File: src/rtl/ovl_parity_scheduler_if.sv
// Requester and shared-checker signal bundle for ovl_parity_scheduler.
// The master side drives requests and the checker's fire vector; the slave side is the scheduler.
interface ovl_parity_scheduler_if #(
  parameter int unsigned width   = 8,
  parameter int unsigned num_req = 4
);
  logic                       enable;
  logic [num_req-1:0]         req;
  logic [num_req*width-1:0]   req_data;
  logic                       clr;
  logic [2:0]                 chk_fire;
  logic                       chk_enable;
  logic [width-1:0]           chk_expr;
  logic [num_req-1:0]         grant;
  logic [num_req-1:0]         done;
  logic [num_req-1:0]         err_sticky;
  logic [num_req-1:0]         starve;
  logic [2:0]                 fire;

  modport master (
    output enable, req, req_data, clr, chk_fire,
    input  chk_enable, chk_expr, grant, done, err_sticky, starve, fire
  );

  modport slave (
    input  enable, req, req_data, clr, chk_fire,
    output chk_enable, chk_expr, grant, done, err_sticky, starve, fire
  );
endinterface

File: src/rtl/ovl_parity_scheduler.sv
// Round-robin scheduler sharing one even-parity checker among num_req requesters.
// Define OVL_PARITY_SCHED_WDOG_EN to add per-requester starvation watchdogs.
module ovl_parity_scheduler #(
  parameter int unsigned width    = 8,
  parameter int unsigned num_req  = 4,
  parameter int unsigned max_wait = 16
) (
  input logic                   clock,
  input logic                   reset,
  ovl_parity_scheduler_if.slave bus
);
  localparam int unsigned IdxW = $clog2(num_req);

  typedef enum logic [1:0] {StIdle, StIssue, StSample} state_e;

  state_e               state_q;
  logic [IdxW-1:0]      rr_ptr_q;
  logic [IdxW-1:0]      win_idx;
  logic                 found;
  logic [num_req-1:0]   grant_q;
  logic [num_req-1:0]   done_q;
  logic [num_req-1:0]   err_sticky_q;
  logic [num_req-1:0]   err_set;
  logic                 chk_enable_q;
  logic [2:0]           fire_q;
  logic [width-1:0]     chk_expr;
  logic                 unused_chk_fire;

  assign unused_chk_fire = ^bus.chk_fire[2:1];

  // First requesting index at or after rr_ptr_q, wrapping.
  always_comb begin
    found   = 1'b0;
    win_idx = '0;
    for (int unsigned k = 0; k < num_req; k++) begin
      int unsigned idx;
      idx = (32'(rr_ptr_q) + k) % num_req;
      if (!found && bus.req[idx]) begin
        found   = 1'b1;
        win_idx = IdxW'(idx);
      end
    end
  end

  always_comb begin
    err_set = '0;
    if (state_q == StSample && bus.chk_fire[0]) err_set = grant_q;
  end

  always_comb begin
    chk_expr = '0;
    if (state_q == StIssue) begin
      for (int unsigned i = 0; i < num_req; i++) begin
        if (grant_q[i]) chk_expr = bus.req_data[i*width +: width];
      end
    end
  end

  always_ff @(posedge clock) begin
    if (!reset) begin
      state_q      <= StIdle;
      rr_ptr_q     <= '0;
      grant_q      <= '0;
      chk_enable_q <= 1'b0;
      done_q       <= '0;
      fire_q       <= '0;
      err_sticky_q <= '0;
    end else begin
      done_q       <= '0;
      fire_q       <= '0;
      // A violation landing in the same cycle as clr keeps its bit set.
      err_sticky_q <= (err_sticky_q & ~{num_req{bus.clr}}) | err_set;
      unique case (state_q)
        StIdle: begin
          if (bus.enable && found) begin
            state_q          <= StIssue;
            grant_q          <= '0;
            grant_q[win_idx] <= 1'b1;
            chk_enable_q     <= 1'b1;
            rr_ptr_q         <= (32'(win_idx) == num_req - 1) ? '0 : win_idx + 1'b1;
          end
        end
        StIssue: begin
          state_q      <= StSample;
          chk_enable_q <= 1'b0;
        end
        StSample: begin
          state_q <= StIdle;
          grant_q <= '0;
          done_q  <= grant_q;
          fire_q  <= {1'b1, 1'b0, bus.chk_fire[0]};
        end
        default: state_q <= StIdle;
      endcase
    end
  end

  assign bus.grant      = grant_q;
  assign bus.done       = done_q;
  assign bus.err_sticky = err_sticky_q;
  assign bus.chk_enable = chk_enable_q;
  assign bus.chk_expr   = chk_expr;
  assign bus.fire       = fire_q;

`ifdef OVL_PARITY_SCHED_WDOG_EN
  logic [num_req-1:0][7:0] wait_cnt_q;
  logic [num_req-1:0]      starve_q;

  always_ff @(posedge clock) begin
    if (!reset) begin
      wait_cnt_q <= '0;
      starve_q   <= '0;
    end else begin
      for (int unsigned i = 0; i < num_req; i++) begin
        if (grant_q[i]) begin
          wait_cnt_q[i] <= '0;
        end else if (bus.req[i] && wait_cnt_q[i] != 8'hff) begin
          wait_cnt_q[i] <= wait_cnt_q[i] + 8'd1;
        end
        // Set on the increment that reaches the threshold; set beats clr.
        if (!grant_q[i] && bus.req[i] && wait_cnt_q[i] != 8'hff &&
            wait_cnt_q[i] + 8'd1 == 8'(max_wait)) begin
          starve_q[i] <= 1'b1;
        end else if (bus.clr) begin
          starve_q[i] <= 1'b0;
        end
      end
    end
  end

  assign bus.starve = starve_q;
`else
  localparam int unsigned unused_max_wait = max_wait;
  assign bus.starve = '0;
`endif
endmodule
File: src/flat_wrapper.sv
// flat-port wrapper written by rule: the top's interface ports become plain ports
module ovl_parity_scheduler_flat 
#(
  parameter int unsigned width    = 8,
  parameter int unsigned num_req  = 4,
  parameter int unsigned max_wait = 16
)
  (clock, reset, bus_enable, bus_req, bus_req_data, bus_clr, bus_chk_fire, bus_chk_enable, bus_chk_expr, bus_grant, bus_done, bus_err_sticky, bus_starve, bus_fire);
  ovl_parity_scheduler_if #(.width(width), .num_req(num_req)) bus_i ();
  input logic clock;
  input logic reset;
  input wire logic [$bits(bus_i.enable)-1:0] bus_enable;
  input wire logic [$bits(bus_i.req)-1:0] bus_req;
  input wire logic [$bits(bus_i.req_data)-1:0] bus_req_data;
  input wire logic [$bits(bus_i.clr)-1:0] bus_clr;
  input wire logic [$bits(bus_i.chk_fire)-1:0] bus_chk_fire;
  output wire logic [$bits(bus_i.chk_enable)-1:0] bus_chk_enable;
  output wire logic [$bits(bus_i.chk_expr)-1:0] bus_chk_expr;
  output wire logic [$bits(bus_i.grant)-1:0] bus_grant;
  output wire logic [$bits(bus_i.done)-1:0] bus_done;
  output wire logic [$bits(bus_i.err_sticky)-1:0] bus_err_sticky;
  output wire logic [$bits(bus_i.starve)-1:0] bus_starve;
  output wire logic [$bits(bus_i.fire)-1:0] bus_fire;
  assign bus_i.enable = bus_enable;
  assign bus_i.req = bus_req;
  assign bus_i.req_data = bus_req_data;
  assign bus_i.clr = bus_clr;
  assign bus_i.chk_fire = bus_chk_fire;
  assign bus_chk_enable = bus_i.chk_enable;
  assign bus_chk_expr = bus_i.chk_expr;
  assign bus_grant = bus_i.grant;
  assign bus_done = bus_i.done;
  assign bus_err_sticky = bus_i.err_sticky;
  assign bus_starve = bus_i.starve;
  assign bus_fire = bus_i.fire;
  ovl_parity_scheduler #(.width(width), .num_req(num_req), .max_wait(max_wait)) u_core (.clock(clock), .reset(reset), .bus(bus_i));
endmodule
File: config.mk
export PLATFORM = sky130hd
export DESIGN_NAME = ovl_parity_scheduler_flat
export DESIGN_NICKNAME = d
export VERILOG_FILES = /design/src/rtl/ovl_parity_scheduler_if.sv /design/src/rtl/ovl_parity_scheduler.sv /design/src/flat_wrapper.sv
export SDC_FILE = /design/constraint.sdc
export NUM_CORES = 1
export LEC_CHECK = 0
export ABC_AREA = 1
export CAP_MARGIN = 20
export CORE_MARGIN = 4
export CORE_UTILIZATION = 42
export CTS_CLUSTER_SIZE = 30
export DETAILED_ROUTE_END_ITERATION = 16
export PLACE_DENSITY = 0.93
export SYNTH_ARGS = -nofsm -noshare
export SYNTH_HDL_FRONTEND = slang
export SYNTH_SLANG_ARGS = --single-unit
File: constraint.sdc
create_clock -name clock -period 4 [get_ports clock]
set_input_delay 0.8 -clock clock [delete_from_list [all_inputs] [get_ports clock]]
set_output_delay 0.8 -clock clock [all_outputs]
set_load 0.1 [all_outputs]
======== After elaboration in Yosys (flattened, before gate mapping) ========
Cells that the tools add are included.
operators by class
  $add $sub $neg .......................... 4
  multipliers ............................. 0
  divide/modulo/power cells ............... 0
  $lt $le $gt $ge ......................... 6
  equality and inequality tests ........... 4
  shift-type cells ........................ 0
  mux-type cells .......................... 32
  bitwise gates (word level) .............. 3
  reductions and logical operators ........ 16
operators by type and width
  cell                   count
  $mux W8                5
  $lt A2 B3 Y1 const B   5
  $mux W2                6
  $mux W1                10
  $bmux W1 S2            4
  $mux W4                2
  $pmux W4 S2            1
  $reduce_and A2 Y1      4
  $logic_and A1 B1 Y1    6
  $add A2 B1 Y2 const B  2
  $add A2 B2 Y2 const B  2
  $and A4 B4 Y4          1
  $eq A2 B2 Y1 const B   2
  $not A4 Y4             1
  $or A4 B4 Y4           1
  $pmux W2 S2            1
  $reduce_bool A2 Y1     2
  $logic_not A1 Y1       3
  $mux W3                1
  $demux W1 S2           1
  $eq A2 B1 Y1 const B   1
  $ge A2 B1 Y1 const B   1
  $logic_not A2 Y1       1
  $ne A2 B1 Y1 const B   1
  $pmux W1 S2            1
word-level totals
  register bits after elaboration ......... 20
  bits in latches ......................... 0
  memory bits (writable) .................. 0
  ROM bits ................................ 0
  input bits .............................. 43
  output and inout port bits .............. 28
  word-level logic and storage cells ...... 73
  memories ................................ 0

======== Logic depth before layout (Yosys ltp) ========
  word-level depth ........................ 18
  depth in mapped cells ................... 15

======== Least setup slack after synthesis ========
No wires, ideal clock.
  kind .................................... register -> output
  start ................................... reg u_core.grant_q[2], in the netlist u_core.bus.grant[2]
  end ..................................... out bus_chk_expr[6]
  data arrival time ....................... 3.042 ns
  required time ........................... 3.200 ns
  path slack .............................. 0.158 ns
  stages on the path, launching flop included .. 6
  path through ............................ dfxtp_1 > inv_1 > clkbuf_1 > o21ai_0 > o21ai_0 > a21oi_1
on the way
  cells in the longest elaborated chain, start to end .. 3
ends and longest elaborated chain
  what                             line                        source
  start, declared                  ovl_parity_scheduler.sv:20  logic [num_req-1:0] grant_q;
  start signal, assigned           ovl_parity_scheduler.sv:63  grant_q <= '0;
  start signal, assigned           ovl_parity_scheduler.sv:77  grant_q <= '0;
  start signal, assigned by index  ovl_parity_scheduler.sv:78  grant_q[win_idx] <= 1'b1;
  $mux W8 (2 in a row)             ovl_parity_scheduler.sv:54  if (grant_q[i]) chk_expr = bus.req_data[i*width +: width];
  $mux W8                          ovl_parity_scheduler.sv:52  if (state_q == StIssue) begin
  end, declared                    flat_wrapper.sv:18          output wire logic [$bits(bus_i.chk_expr)-1:0] bus_chk_expr;
No other way between the ends.

======== Final worst setup path ========
  start ................................... reg u_core.grant_q[1], in the netlist u_core.bus.grant[1]
  end ..................................... out bus_grant[1]
RTL lines
  what           line                source
  end, declared  flat_wrapper.sv:19  output wire logic [$bits(bus_i.grant)-1:0] bus_grant;
No word-level cell between the ends.

==> impl_metrics.tcl <==
set metrics [dict create \
    core_area_sq_um 3053 \
    gp_routability_congestion 0.8959 \
    post_cts_resized 0 \
    cp-end-kind "output port" \
    most-common-layout-cells "clkdlybuf4s50_1 (55), nand2_1 (41), o21ai_0 (24), inv_1 (19), dfxtp_1 (19)" \
    p_per_area_nw_per_um2 509.7 \
    path_clk_slew_ns 0.11 \
    hold_path_class "reg2reg" \
    die_x_um 64.38 \
    synth_async_sr_flop_share_pct 0 \
    outcome "complete, no violations" \
    clk_path_buf_depth 2 \
    synth_edf_count 0 \
    cap_violations 0 \
    syn_to_final_growth_pct 47.80 \
    final_core_util_pct 64.63 \
    clock_latency_ns 0.30 \
    ys_seq_elements 19 \
    vias_per_cell 4.941 \
    cts.sinks 19 \
    vias 1507 \
    num_antenna_cells 0 \
    ios 71 \
    die_area_sq_um 4145 \
    portBuffers 63 \
    period_needed_ns 2.924 \
    slew_headroom_pct 33.99 \
    yosys.area.top_type_share_pct 28.49 \
    cts_made_buffers 3 \
    synth_warnings 0 \
    synth_top_cell_by_area "dfxtp_1" \
    critPathTopFamily "buffers and inverters" \
    worst_slew_pin_slew_ns 0.9870 \
    drtIter0Drc 124 \
    drc_errors 0 \
    yosysSeqAreaShare_pct 28.49 \
    wl_per_cell_um 12.25 \
    crit_type "reg2out" \
    final_common_cell "clkdlybuf4s50_1" \
    critPathMaxFanout 11 \
    hold_buffers 0 \
    die_h_um 64.38 \
    layout-drive-gt1-share_pct 12.64 \
    htreeDepth 1 \
    synth.distinct_cells 27 \
    ir_worst_vdd_mv 0.2228 \
    clock_skew_ns 0.002616 \
    post-route-period-util_pct 73.09 \
    arrival_ns 2.12 \
    wirelength_met1_um 1477 \
    setup_viol_count_final 0 \
    initial_core_util_pct 43.73 \
    cp-start-kind "flip-flop" \
    rows 20 \
    wl_met3_um 440 \
    synth_ff_type "dfxtp_1" \
    cpMaxStageDelayCell "clkdlybuf4s50_1" \
    antenna_left 0 \
    grt_pass1_wl_um 6085 \
    gr-total-overflow 0 \
    fmax_mhz 342.1 \
    avgSynthCellArea_sq_um 6.642 \
    totalNegativeSetupSlack_ns 0 \
    top_layer_used "met4" \
    slew_viol_final 0 \
    grt_pass1_vias 1369 \
    synthCells 201 \
    netlist_top_cells_area "dfxtp_1 (28%), nand2_1 (12%), o21ai_0 (9.0%)" \
    synth_area_sq_um 1335 \
    grtUsageTotal_pct 18.34 \
    root_buffer "clkbuf_4" \
    first_pass_iters 4 \
    grt_max_degree 18 \
    crit_path_max_incr_delay_ns 1.22 \
    route.met2.wl_um 1758 \
    cts_setup_buffers 0 \
    finalWirelength_um 3736 \
    required_ns 3.20 \
    fin_nets 309 \
    r2r_slack_ns 1.82 \
    power_uw 1006 \
    crit_buf_inv 1 \
    dpl.hpwl_um 3004 \
    cts_tree "built" \
    antenna_found_initial 0 \
    p_leak_uw 0.0008459 \
    rsz0062_at_grt "no" \
    hold_violations 0 \
    path_cells "clkdlybuf4s50_1" \
]
## area by class of cell
cell class,instances,area (sq um)
Fill cell,266,1080
Multi-Input combinational cell,152,805.8
Timing Repair Buffer,63,610.6
Sequential cell,19,380.4
Inverter,23,93.84
Tap cell,44,55.05
Clock buffer,3,22.52
Clock inverter,1,5.005
## power by group
part	internal, uW	switching [uW]	leakage (uW)
sequential	211	41.0	0.000154
combinational	201	454	0.000674
clock	37.4	61.9	0.0000177
## tightest hold or removal path, stage by stage (launching register included)
cell and delay [ns]:
dfxtp_1 0.32, inv_1 0.05, o22ai_1 0.06
## path summary, 6_finish.rpt
check        depth (start not counted)                                  end                           startpoint
max                                  1                         bus_grant[1]     u_core.bus.grant[1]$_SDFFE_PN0P_
min                                  2  u_core.bus.err_sticky[1]$_SDFF_PN0_  u_core.bus.err_sticky[1]$_SDFF_PN0_
max reg2reg                         11      u_core.rr_ptr_q[1]$_SDFFE_PN0P_      u_core.rr_ptr_q[0]$_SDFFE_PN0P_
min reg2reg                          2  u_core.bus.err_sticky[1]$_SDFF_PN0_  u_core.bus.err_sticky[1]$_SDFF_PN0_
## cells in the mapped netlist (2+ instances only)
library cell / instances
a21oi_1: 17
buf_2: 2
buf_4: 5
clkbuf_1: 3
dfxtp_1: 19
ha_1: 4
inv_1: 19
inv_2: 2
nand2_1: 41
nand2_2: 9
nand2_4: 2
nand3_1: 10
nand3b_1: 6
nand4_1: 5
nor2_1: 18
o21ai_0: 24
o21ai_2: 2
o22ai_1: 4
## through the flow
stage / cells / instance area, sq um / hold slack (ns) / worst slack (ns)
finish: 305 / 1973 / 0.4736 / 1.076
global route: 305 / 1973 / 0.5050 / 0.9530
CTS: 305 / 1973 / 0.4724 / 1.087
floorplan: 205 / 1350 / 0.5270 / 0.1577
detailed placement: 301 / 1946 / 0.4552 / 1.126
global placement: 301 / 1946 / 0.4510 / 1.157
## routing by layer
metal  vias to the layer above  global-route usage (%)
met5                         -                       0
met4                         0                   6.332
met3                         7                   6.327
met2                        78                   31.19
met1                       650                   21.26
li1                        772                       -
## cells by family (layout without fill, tap and decap cells)
group                    Yosys count  after routing  share of synthesized area [%]
AO/OA/AOI/OAI                     47             47                          18.56
adder cells (fa/ha/maj)            4              4                          3.749
buffers and inverters             34             90                          12.28
flip-flops                        19             19                          28.49
other                              1              5                         0.2809
AND/OR/NAND/NOR                   96             96                          36.64
## flip-flops by register name, indices dropped and copies added (netlist names)
signal                 count
u_core.bus.fire            2
u_core.rr_ptr_q            2
u_core.state_q             2
u_core.bus.grant           4
u_core.bus.err_sticky      4
u_core.bus.chk_enable      1
u_core.bus.done            4
No activity file was read; power rests on OpenSTA's default activity.
